--- src/rtl/ins_issue.sv ---
// ins_issue: instruction fetch-and-issue sequencer for the single-cycle RISC core.
// Owns the program counter and fetches 24-bit words from a synchronous ROM.
// Each word is issued on func with a one-cycle new_ins pulse. The block then
// waits for pc_enable, and updates the PC sequentially or to a branch target.
// Optional feature macro: FETCH_WDT_EN. When it is defined, a watchdog halts
// the block if pc_enable does not arrive within WDT_CYCLES issue/wait cycles.
module ins_issue #(
    parameter int PC_W       = 8,
    parameter int WDT_CYCLES = 16
) (
    input  logic            clk,
    input  logic            rst,
    input  logic            start,
    output logic [PC_W-1:0] imem_addr,
    input  logic [23:0]     imem_data,
    output logic [23:0]     func,
    output logic            new_ins,
    input  logic            pc_enable,
    input  logic            branch,
    output logic            busy,
    output logic            halted,
    output logic            wdt_err,
    output logic [15:0]     retired
);

    localparam logic [3:0] OPC_HALT = 4'hF;

    // The branch target comes from func[PC_W-1:0], so PC_W must fit in the word.
    if (PC_W < 1 || PC_W > 24 || WDT_CYCLES < 1) begin : g_param_check
        $error("ins_issue: PC_W must be 1..24 and WDT_CYCLES must be >= 1");
    end

    typedef enum logic [2:0] {
        ST_IDLE  = 3'd0,
        ST_ADDR  = 3'd1,
        ST_DATA  = 3'd2,
        ST_ISSUE = 3'd3,
        ST_WAIT  = 3'd4,
        ST_HALT  = 3'd5
    } state_t;

    // The HALT opcode stops fetching. Nothing is issued for it.
    function automatic logic is_halt_op(input logic [3:0] opcode);
        return (opcode == OPC_HALT);
    endfunction

    state_t          state_r;
    state_t          state_s;
    logic [PC_W-1:0] pc_r;
    logic [23:0]     func_r;
    logic            new_ins_r;
    logic            busy_r;
    logic            halted_r;
    logic            wdt_err_r;
    logic [15:0]     retired_r;

    logic            done_s;
    logic            issue_s;
    logic            wdt_expire_s;
    logic            wdt_hit_s;
    logic            busy_s;
    logic            halted_s;

`ifdef FETCH_WDT_EN
    localparam int WDT_CNT_W = (WDT_CYCLES > 1) ? $clog2(WDT_CYCLES) : 1;

    logic [WDT_CNT_W-1:0] wdt_cnt_r;

    // Watchdog counter. It restarts on each issue and counts the issue/wait
    // cycles that pass without pc_enable.
    always_ff @(posedge clk or negedge rst) begin
        if (!rst) begin
            wdt_cnt_r <= '0;
        end else if (issue_s) begin
            wdt_cnt_r <= '0;
        end else if ((state_r == ST_ISSUE || state_r == ST_WAIT) && !pc_enable) begin
            wdt_cnt_r <= wdt_cnt_r + WDT_CNT_W'(1);
        end else begin
            wdt_cnt_r <= wdt_cnt_r;
        end
    end

    // This is the last cycle allowed. If pc_enable is also present in this
    // cycle, completion still wins over expiry.
    assign wdt_hit_s = (wdt_cnt_r == WDT_CNT_W'(WDT_CYCLES - 1));
`else
    assign wdt_hit_s = 1'b0;
`endif

    // Next-state logic. It also produces the issue, completion and expiry strobes.
    always_comb begin
        state_s      = state_r;
        done_s       = 1'b0;
        issue_s      = 1'b0;
        wdt_expire_s = 1'b0;
        case (state_r)
            ST_IDLE: begin
                if (start) begin
                    state_s = ST_ADDR;
                end else begin
                    state_s = ST_IDLE;
                end
            end
            ST_ADDR: begin
                state_s = ST_DATA;
            end
            ST_DATA: begin
                if (is_halt_op(imem_data[23:20])) begin
                    state_s = ST_HALT;
                end else begin
                    state_s = ST_ISSUE;
                    issue_s = 1'b1;
                end
            end
            ST_ISSUE, ST_WAIT: begin
                if (pc_enable) begin
                    state_s = ST_ADDR;
                    done_s  = 1'b1;
                end else if (wdt_hit_s) begin
                    state_s      = ST_HALT;
                    wdt_expire_s = 1'b1;
                end else begin
                    state_s = ST_WAIT;
                end
            end
            ST_HALT: begin
                state_s = ST_HALT;
            end
            default: begin
                state_s = ST_IDLE;
            end
        endcase
    end

    // Decode the status flags from the next state, so that they can be registered.
    always_comb begin
        busy_s   = 1'b0;
        halted_s = 1'b0;
        case (state_s)
            ST_ADDR, ST_DATA, ST_ISSUE, ST_WAIT: begin
                busy_s = 1'b1;
            end
            ST_HALT: begin
                halted_s = 1'b1;
            end
            default: begin
                busy_s   = 1'b0;
                halted_s = 1'b0;
            end
        endcase
    end

    // State register and registered status flags.
    always_ff @(posedge clk or negedge rst) begin
        if (!rst) begin
            state_r  <= ST_IDLE;
            busy_r   <= 1'b0;
            halted_r <= 1'b0;
        end else begin
            state_r  <= state_s;
            busy_r   <= busy_s;
            halted_r <= halted_s;
        end
    end

    // Issue path. func keeps its value until the next issue. new_ins is high
    // only in the cycle that follows DATA.
    always_ff @(posedge clk or negedge rst) begin
        if (!rst) begin
            func_r    <= 24'h00_0000;
            new_ins_r <= 1'b0;
        end else begin
            new_ins_r <= issue_s;
            if (issue_s) begin
                func_r <= imem_data;
            end else begin
                func_r <= func_r;
            end
        end
    end

    // The PC and the retired count change only on completion. The PC changes
    // only on the edge that enters ADDR, so the ROM address is stable in ADDR.
    always_ff @(posedge clk or negedge rst) begin
        if (!rst) begin
            pc_r      <= '0;
            retired_r <= 16'd0;
        end else if (done_s) begin
            pc_r      <= branch ? func_r[PC_W-1:0] : (pc_r + PC_W'(1));
            retired_r <= retired_r + 16'd1;
        end else begin
            pc_r      <= pc_r;
            retired_r <= retired_r;
        end
    end

    // Sticky watchdog error flag. Only reset clears it.
    always_ff @(posedge clk or negedge rst) begin
        if (!rst) begin
            wdt_err_r <= 1'b0;
        end else if (wdt_expire_s) begin
            wdt_err_r <= 1'b1;
        end else begin
            wdt_err_r <= wdt_err_r;
        end
    end

    assign imem_addr = pc_r;
    assign func      = func_r;
    assign new_ins   = new_ins_r;
    assign busy      = busy_r;
    assign halted    = halted_r;
    assign wdt_err   = wdt_err_r;
    assign retired   = retired_r;

endmodule

--- config.mk ---
export PLATFORM = sky130hd
export DESIGN_NAME = ins_issue
export DESIGN_NICKNAME = d
export VERILOG_FILES = /design/src/rtl/ins_issue.sv
export SDC_FILE = /design/constraint.sdc
export NUM_CORES = 1
export LEC_CHECK = 0
export CORE_MARGIN = 2
export CORE_UTILIZATION = 35
export CTS_BUF_LIST = sky130_fd_sc_hd__clkbuf_4 sky130_fd_sc_hd__clkbuf_8 sky130_fd_sc_hd__clkbuf_16
export CTS_CLUSTER_SIZE = 28
export DETAILED_ROUTE_END_ITERATION = 6
export PLACE_DENSITY_LB_ADDON = 0.3
export SETUP_SLACK_MARGIN = 0.05
export SLEW_MARGIN = 20
export SYNTH_ARGS = -nofsm -noshare
export SYNTH_HDL_FRONTEND = slang
export SYNTH_SLANG_ARGS = --single-unit
--- constraint.sdc ---
create_clock -name clk -period 1.5 [get_ports clk]
set_input_delay 0.45 -clock clk [delete_from_list [all_inputs] [get_ports clk]]
set_output_delay 0.45 -clock clk [all_outputs]
set_load 0.02 [all_outputs]
Word-level counts from Yosys, hierarchy flattened
Cells that the tools add are included.
{"block": "word_totals", "word_cells": 34, "input_bits": 29, "regBits": 54}
{"block": "op_classes", "eq_ne": 11, "n_reduce_logical": 3, "n_addsub": 2, "n_mux": 11}
{"operator": "16-bit by 1-bit adder with 16-bit output (second input constant)", "n": 1}
{"operator": "3-bit case mux with 5 select lines", "n": 1}
{"operator": "3-bit by 2-bit equality test with 1-bit output (second input constant)", "n": 4}
{"operator": "3-bit equality test (second input constant)", "n": 4}
{"operator": "8-bit by 1-bit adder with 8-bit output (second input constant)", "n": 1}
{"operator": "8-bit 2-to-1 mux", "n": 1}
{"operator": "1-bit 2-to-1 mux", "n": 7}
{"operator": "3-bit by 1-bit equality test with 1-bit output (second input constant)", "n": 2}
{"operator": "3-bit 2-to-1 mux", "n": 2}
{"operator": "4-bit equality test (second input constant)", "n": 1}
{"operator": "4-bit OR reduction", "n": 1}
{"operator": "3-bit zero test", "n": 1}
{"operator": "2-bit OR reduction", "n": 1}

Longest topological paths before layout
Gate-level depths: netlist of the first run.
{"block": "logic_depth", "word_depth": 6, "ltp_mapped": 7, "ltp_nobuf": 5}

Worst setup path before layout of the first run
OpenSTA, ideal clock, no wires.
{"block": "synth_timing", "kind": "reg2reg", "startpoint": "register pc_r[3], in the netlist imem_addr[3]", "endpoint": "register pc_r[7], in the netlist imem_addr[7]", "period_less_slack_ns": 1.537, "path_buffers": 0, "path_stages_with_launch": 5, "t_arrival_ns": 1.466, "slack_ns": -0.037, "cell_sequence": "dfrtp_1 > nand4_1 > or3_1 > or4_1 > nand4_1"}
{"block": "synth_between", "elab_chain_cells": 2}
{"element": "start: declaration", "line_no": "49", "source": "logic [PC_W-1:0] pc_r;"}
{"element": "start signal: assignment", "line_no": "189", "source": "pc_r <= branch ? func_r[PC_W-1:0] : (pc_r + PC_W'(1));"}
{"element": "start signal: assignment", "line_no": "192", "source": "pc_r <= pc_r;"}
{"element": "8-bit by 1-bit adder with 8-bit output", "line_no": "189"}
{"element": "8-bit 2-to-1 mux", "line_no": "189"}
No other way between the ends.
A chain may end at the register's enable or synchronous reset.

Final worst setup path of the first run
{"block": "layout_timing", "startpoint": "register state_r[0]", "endpoint": "register pc_r[7], in the netlist imem_addr[7]"}
{"block": "layout_between", "elab_chain_cells": 3, "word_cells_on_any_way": 4, "classes_between": "eq/ne: 2; mux: 1; reduce/logical: 1"}
{"element": "start: declaration", "line_no": "47", "source": "state_t state_r;"}
{"element": "start signal: assignment", "line_no": "160", "source": "state_r <= state_s;"}
{"element": "3-bit by 2-bit equality test with 1-bit output / 3-bit equality test (equally long branches)", "line_no": "96", "source": "case (state_r)"}
{"element": "2-bit OR reduction (*)", "line_no": "96"}
{"element": "1-bit 2-to-1 mux (*)", "line_no": "96"}
Mark *: on every way between the ends. The rest lies on a longest branch, timed or not.

==> impl_metrics.env, run 1 <==
export IMPL_status="completed"
export IMPL_n_antenna_cell=0
export IMPL_ys_seq_area_frac=0.564
export IMPL_core_um2=6720
export IMPL_fin_nets=399
export IMPL_slowest_delay_ps=460
export IMPL_synth_seq_cells=54
export IMPL_synth_simple_gate_area_frac=0.229
export IMPL_syn_nets=277
export IMPL_synth_top_family_by_area="simple AND/OR/NAND/NOR gates"
export IMPL_grt_usage=0.151
export IMPL_wire_per_inst_um=12.7
export IMPL_cts_buffers=5
export IMPL_first_pass_iters=4
export IMPL_worstPathRequired_ps=1740
export IMPL_clk_latency_ps=300
export IMPL_cts_sinks=54
export IMPL_globalplace_congestion=0.758
export IMPL_slew_violations=0
export IMPL_synth_edf_count=0
export IMPL_wl_um=5690
export IMPL_synth_flop_cell="dfrtp_1"
export IMPL_synth_area_mux_share=0.0183
export IMPL_worstSetupPathType="flop to flop"
export IMPL_antenna_found_initial=0
export IMPL_drive_gt1_frac=0.325
export IMPL_synth_cell_type_count=49
export IMPL_drc=0
export IMPL_fin_crit_ps=1440
export IMPL_yosys_area_top_type="dfrtp_1"
export IMPL_synth_xor_area_share=0.0549
export IMPL_setup_violations=0
export IMPL_die_area_um2=7520
export IMPL_die_h_um=86.7
export IMPL_vias_per_cell=4.68
export IMPL_cts_root_buf="clkbuf_8"
export IMPL_grt_pass1_vias=1952
export IMPL_grt_overflow_total=0
export IMPL_ant_nets=0
export IMPL_post_dp_hpwl_um=4050
export IMPL_ios=81
export IMPL_ir_worst_vdd_uv=944
export IMPL_endpoint_kind="flop"
export IMPL_synth_fa_ha_area_frac=0.0104
export IMPL_fin_total_pwr_mw=6.30
export IMPL_grt_max_degree=55
export IMPL_first_iter_violations=70
export IMPL_synth_compound_area_frac=0.0857
export IMPL_crit_family="simple AND/OR/NAND/NOR gates"
export IMPL_synth_top_area_frac=0.564
export IMPL_powerDensity_nw_per_um2=1760
export IMPL_syn_area_per_cell_um2=9.73
export IMPL_synth_area_leaders="dfrtp_1 (56%), nand2_1 (12%), xnor2_1 (4.8%)"
export IMPL_dpl_worst_slack_ps=-523
export IMPL_grt_pass1_wl_um=9060
export IMPL_design_area_um2=3580
export IMPL_rsz0062_at_grt="true"
export IMPL_cp_num_buf_inv=0
export IMPL_synthArstFlopShare=1.00
export IMPL_crit_arrival_ps=1680
export IMPL_timing_fmax_mhz=693
export IMPL_cp_max_fo=4
export IMPL_synth_cell_area_um2=2390
export IMPL_cp_cell_sequence="and4bb_2, nor2_2, or4_1, nand4_1"
export IMPL_clockBufferDepth=2
export IMPL_worst_slack_ps=56.9
export IMPL_die_w_um=86.7
export IMPL_synthCells=246
export IMPL_tns_ps=0
export IMPL_finalHoldViolCount=0
export IMPL_cts_tree="yes"
export IMPL_hold_path_class="input pin to async pin"
export IMPL_floorplan_rows=30
export IMPL_yosys_warnings=0
export IMPL_start_util=0.356
export IMPL_syn_to_final_growth_pct=49.5
export IMPL_ctsHtreeMaxLevel=2
export IMPL_cap_viol_max_count=0
export IMPL_place_area_um2=3530
export IMPL_path_clk_slew_ps=100
export IMPL_clock_skew_ps=6.93
export IMPL_final_period_utilization=0.962
export IMPL_vias=2100
export IMPL_port_buffers=79
export IMPL_cp_start_kind="flop"
export IMPL_p_leak_nw=1.75
export IMPL_critical_path_slowest_cell="or4_1"
layout make-up:
| cell class | instances | area [um^2] |
|---|---|---|
| clock buffer | 6 | 82.6 |
| clock inverter | 2 | 12.5 |
| fill | 630 | 3140 |
| inverter | 5 | 21.3 |
| multi-input combinational | 175 | 976 |
| sequential | 54 | 1360 |
| tap | 80 | 100 |
| timing repair buffer | 127 | 1030 |
report_power, final:
group          leakage, nW  switching [mW]  internal [mW]
clock               0.0472           0.472          0.372
combinational         1.02            1.74           1.40
sequential           0.680           0.315           1.99
flip-flops by register name, indices dropped and copies added, names as in the netlist:
register   count
busy           1
halted         1
state_r        3
retired       16
imem_addr      8
func          24
new_ins        1
layout by cell type, fill, tap and decap left out, types with 2 or more instances in the layout:
cell type and count:
a21oi_1 6, a31oi_1 2, and2_1 2, and3_1 2, buf_2 14, buf_4 46, clkbuf_2 18, clkbuf_8 6
clkdlybuf4s15_1 2, clkdlybuf4s15_2 18, clkdlybuf4s50_1 25, dfrtp_1 50, dfrtp_2 4, inv_1 3, mux2_1 3, nand2_1 74
nand2b_1 2, nand3_1 5, nand3b_1 2, nand4_1 8, nor2_1 10, o21ai_0 8, o21ai_1 8, xnor2_1 13
xor2_1 2
cell usage after synthesis, types with 3 or more instances:
library cell   n
a21oi_1        6
buf_4          3
o21ai_0        9
nand4_1        8
buf_2          5
nor2_1        10
mux2_1         3
nand3_1        6
dfrtp_1       54
clkbuf_1       3
o21ai_1        7
xnor2_1       13
inv_1          3
nand2_1       74
kinds of logic after synthesis:
logic type               count (synthesis)
AND/OR/NAND/NOR                        119
flip-flops                              54
AO/OA/AOI/OAI                           34
buffers and inverters                   17
XOR/XNOR                                15
multiplexers                             4
adder cells (fa/ha/maj)                  2
other                                    1
routing by layer:
metal	vias up	routed length, um	global-route usage
met5	-	0	0
met4	0	19	0.0298
met3	2	406	0.0552
met2	57	2580	0.233
met1	975	2680	0.205
li1	1066	-	-
worst paths after layout:
| path | startpoint | endpoint | slack [ps] | depth (start not counted) |
|---|---|---|---|---|
| worst max register to register | state_r[0] | imem_addr[7] | 60 | 4 |
| worst min-delay path | rst | busy | 110 | 2 |
| worst min register to register | retired[15] | retired[15] | 480 | 1 |
| min in group clk | imem_data[20] | func[20] | 430 | 2 |
| max in group asynchronous | rst | imem_addr[3] | 1100 | 2 |
| worst max-delay path | state_r[0] | imem_addr[7] | 60 | 4 |
through the flow:
step / hold slack (ps) / cells / utilization
after floorplan: 154 / 246 / -
after global placement: 457 / 433 / 0.526
after detailed placement: 462 / 433 / 0.526
after CTS: 138 / 442 / 0.548
after global routing: 153 / 449 / 0.533
final: 111 / 449 / 0.533
timing repair:
| action | in CTS | in global routing |
|---|---|---|
| hold buffers | 0 | 0 |
| buffers inserted | 1 | 7 |
| gates resized for setup | 142 | 33 |
| setup endpoints to repair | 95 | 53 |
| pin swaps | 3 | 2 |
| endpoints found under the hold margin | 0 | 0 |
No activity file was read; power rests on OpenSTA's default activity.
==> run 2, diff against run 1 <==
--- a/config.mk
+++ b/config.mk
@@ -11,6 +11,7 @@
 export CTS_CLUSTER_SIZE = 28
 export DETAILED_ROUTE_END_ITERATION = 6
 export PLACE_DENSITY_LB_ADDON = 0.3
+export REMOVE_ABC_BUFFERS = 1
 export SETUP_SLACK_MARGIN = 0.05
 export SLEW_MARGIN = 20
 export SYNTH_ARGS = -nofsm -noshare
==> run 2 against run 1 <==
  * Clock power is 18% higher
  * Largest cell class unchanged
  * Clock-buffer cell count stayed put
  * The flow now finishes with violations (negative setup slack)
  * Routed wire length is 2.8% higher
  * Via count is 0.62% higher
  * Worst hold slack better by 14 ps
  * Cell count is 1.3% lower
==> impl_metrics.env, run 2 (synthesis gave the netlist of run 1 again) <==
export IMPL_status="complete, but fails checks"
export IMPL_violations="negative setup slack"
export IMPL_crit_arrival_ps=1760
export IMPL_critical_path_slowest_cell="dfrtp_1"
export IMPL_worstPathRequired_ps=1750
export IMPL_wire_per_inst_um=13.2
export IMPL_p_leak_nw=1.81
export IMPL_drc=0
export IMPL_worstSetupPathType="flop to flop"
export IMPL_endpoint_kind="flop"
export IMPL_cts_tree="yes"
export IMPL_ant_nets=0
export IMPL_numPlacedInstances=429
export IMPL_grt_overflow_total=0
export IMPL_drive_gt1_frac=0.314
export IMPL_highest_layer="met4"
export IMPL_m1WireLength_um=2740
export IMPL_vias=2113
export IMPL_fin_cells=443
export IMPL_port_buffers=79
export IMPL_fin_nets=393
export IMPL_mostFrequentLayoutCells="nand2_1 (74), dfrtp_1 (54), buf_4 (38), buf_2 (28), clkdlybuf4s50_1 (21)"
export IMPL_wl_met2_um=2790
export IMPL_final_period_utilization=1.01
export IMPL_cp_max_fo=5
export IMPL_ctsHtreeMaxLevel=2
export IMPL_finalHoldViolCount=0
export IMPL_clockPowerShare=0.156
export IMPL_path_clk_slew_ps=100
export IMPL_antenna_found_initial=0
export IMPL_ios=81
export IMPL_n_antenna_cell=0
export IMPL_vias_per_cell=4.77
export IMPL_timing_fmax_mhz=662
export IMPL_fin_total_pwr_mw=6.43
export IMPL_final_common_cell="nand2_1"
export IMPL_design_area_um2=3580
export IMPL_clock_skew_ps=7.24
export IMPL_grt_pass1_wl_um=9350
export IMPL_start_util=0.356
export IMPL_seqPwrFrac=0.358
export IMPL_internal_power_mw=3.86
export IMPL_tns_ps=-11.7
export IMPL_wl_um=5840
export IMPL_cts_sinks=54
export IMPL_met3_wirelength_um=253
export IMPL_hold_path_class="input pin to async pin"
export IMPL_cp_start_kind="flop"
export IMPL_cts_root_buf="clkbuf_8"
export IMPL_ir_worst_vdd_uv=941
export IMPL_grt_pass1_vias=2014
export IMPL_cap_viol_max_count=0
export IMPL_worst_slack_ps=-11.7
export IMPL_grt_max_degree=55
export IMPL_netSwitchingPower_mw=2.57
export IMPL_clk_latency_ps=310
export IMPL_core_um2=6720
export IMPL_slew_violations=0
export IMPL_powerDensity_nw_per_um2=1800
export IMPL_die_area_um2=7520
export IMPL_crit_top_cell="nand4_1"
export IMPL_rsz0062_at_grt="true"
export IMPL_cts_buffers=5
export IMPL_place_area_um2=3510
export IMPL_globalplace_congestion=0.800
export IMPL_cp_num_buf_inv=0
export IMPL_crit_family="simple AND/OR/NAND/NOR gates"
export IMPL_fin_crit_ps=1510
export IMPL_fillers=639
export IMPL_pwr_share_comb=0.486
export IMPL_swShare=0.400
export IMPL_post_dp_hpwl_um=4140
export IMPL_die_w_um=86.7
export IMPL_die_h_um=86.7
export IMPL_largest_register_ffs=24
export IMPL_setup_violations=1
export IMPL_first_pass_iters=4
export IMPL_floorplan_rows=30
export IMPL_syn_to_final_growth_pct=49.7
export IMPL_cp_cell_sequence="nand4_1, or3_4, or4_1, nand4_1"
export IMPL_clockBufferDepth=2
export IMPL_timing_hold_ws_ps=125
export IMPL_slowest_delay_ps=410
export IMPL_first_iter_violations=107
export IMPL_grt_usage=0.158
==> run 2: through the flow <==
step	util	worst slack, ps
final	0.534	-11.7
after global routing	0.534	-71.4
after CTS	0.550	-14.1
after detailed placement	0.522	-477
after global placement	0.522	-455
after floorplan	-	-270
==> run 2: routing by layer <==
metal,global-route usage,vias to the layer above
met3,0.0343,4
li1,-,1056
met2,0.251,50
met4,0.0398,0
met5,0,-
met1,0.219,1003
==> run 2: layout make-up <==
class	instances	area (um^2)	area share
clock buffer	6	76.3	0.0213
clock inverter	2	37.5	0.0105
inverter	5	23.8	0.00663
multi-input combinational	175	1010	0.282
sequential	54	1350	0.377
tap	80	100	0.0279
timing repair buffer	121	983	0.274
==> run 2: power groups by stage <==
stage	Sequential (mW)	Combinational, mW	Clock [mW]
floorplan	3.02	0.876	0
global placement	2.34	3.31	0
detailed placement	2.34	3.36	0
CTS	2.32	3.23	1.03
global route	2.37	3.43	1.08
finish	2.31	3.13	1.00
==> run 2: timing repair <==
item / 4_1_cts / 5_1_grt
pin swaps: 3 / 7
hold buffers: 0 / 0
gates cloned: 0 / 0
setup endpoints to repair: 98 / 82
setup buffers: 3 / 3
resized for setup: 149 / 55
==> run 2: path summary, 6_finish.rpt <==
check / startpoint / end / slack, ps / depth (start not counted)
max in group asynchronous: rst / imem_addr[0] / 1130 / 2
min in group clk: imem_data[20] / func[20] / 420 / 2
setup reg to reg: imem_addr[0] / imem_addr[7] / -10 / 4
hold / removal: rst / func[3] / 120 / 2
hold reg to reg: func[17] / func[17] / 480 / 2
setup / recovery: imem_addr[0] / imem_addr[7] / -10 / 4
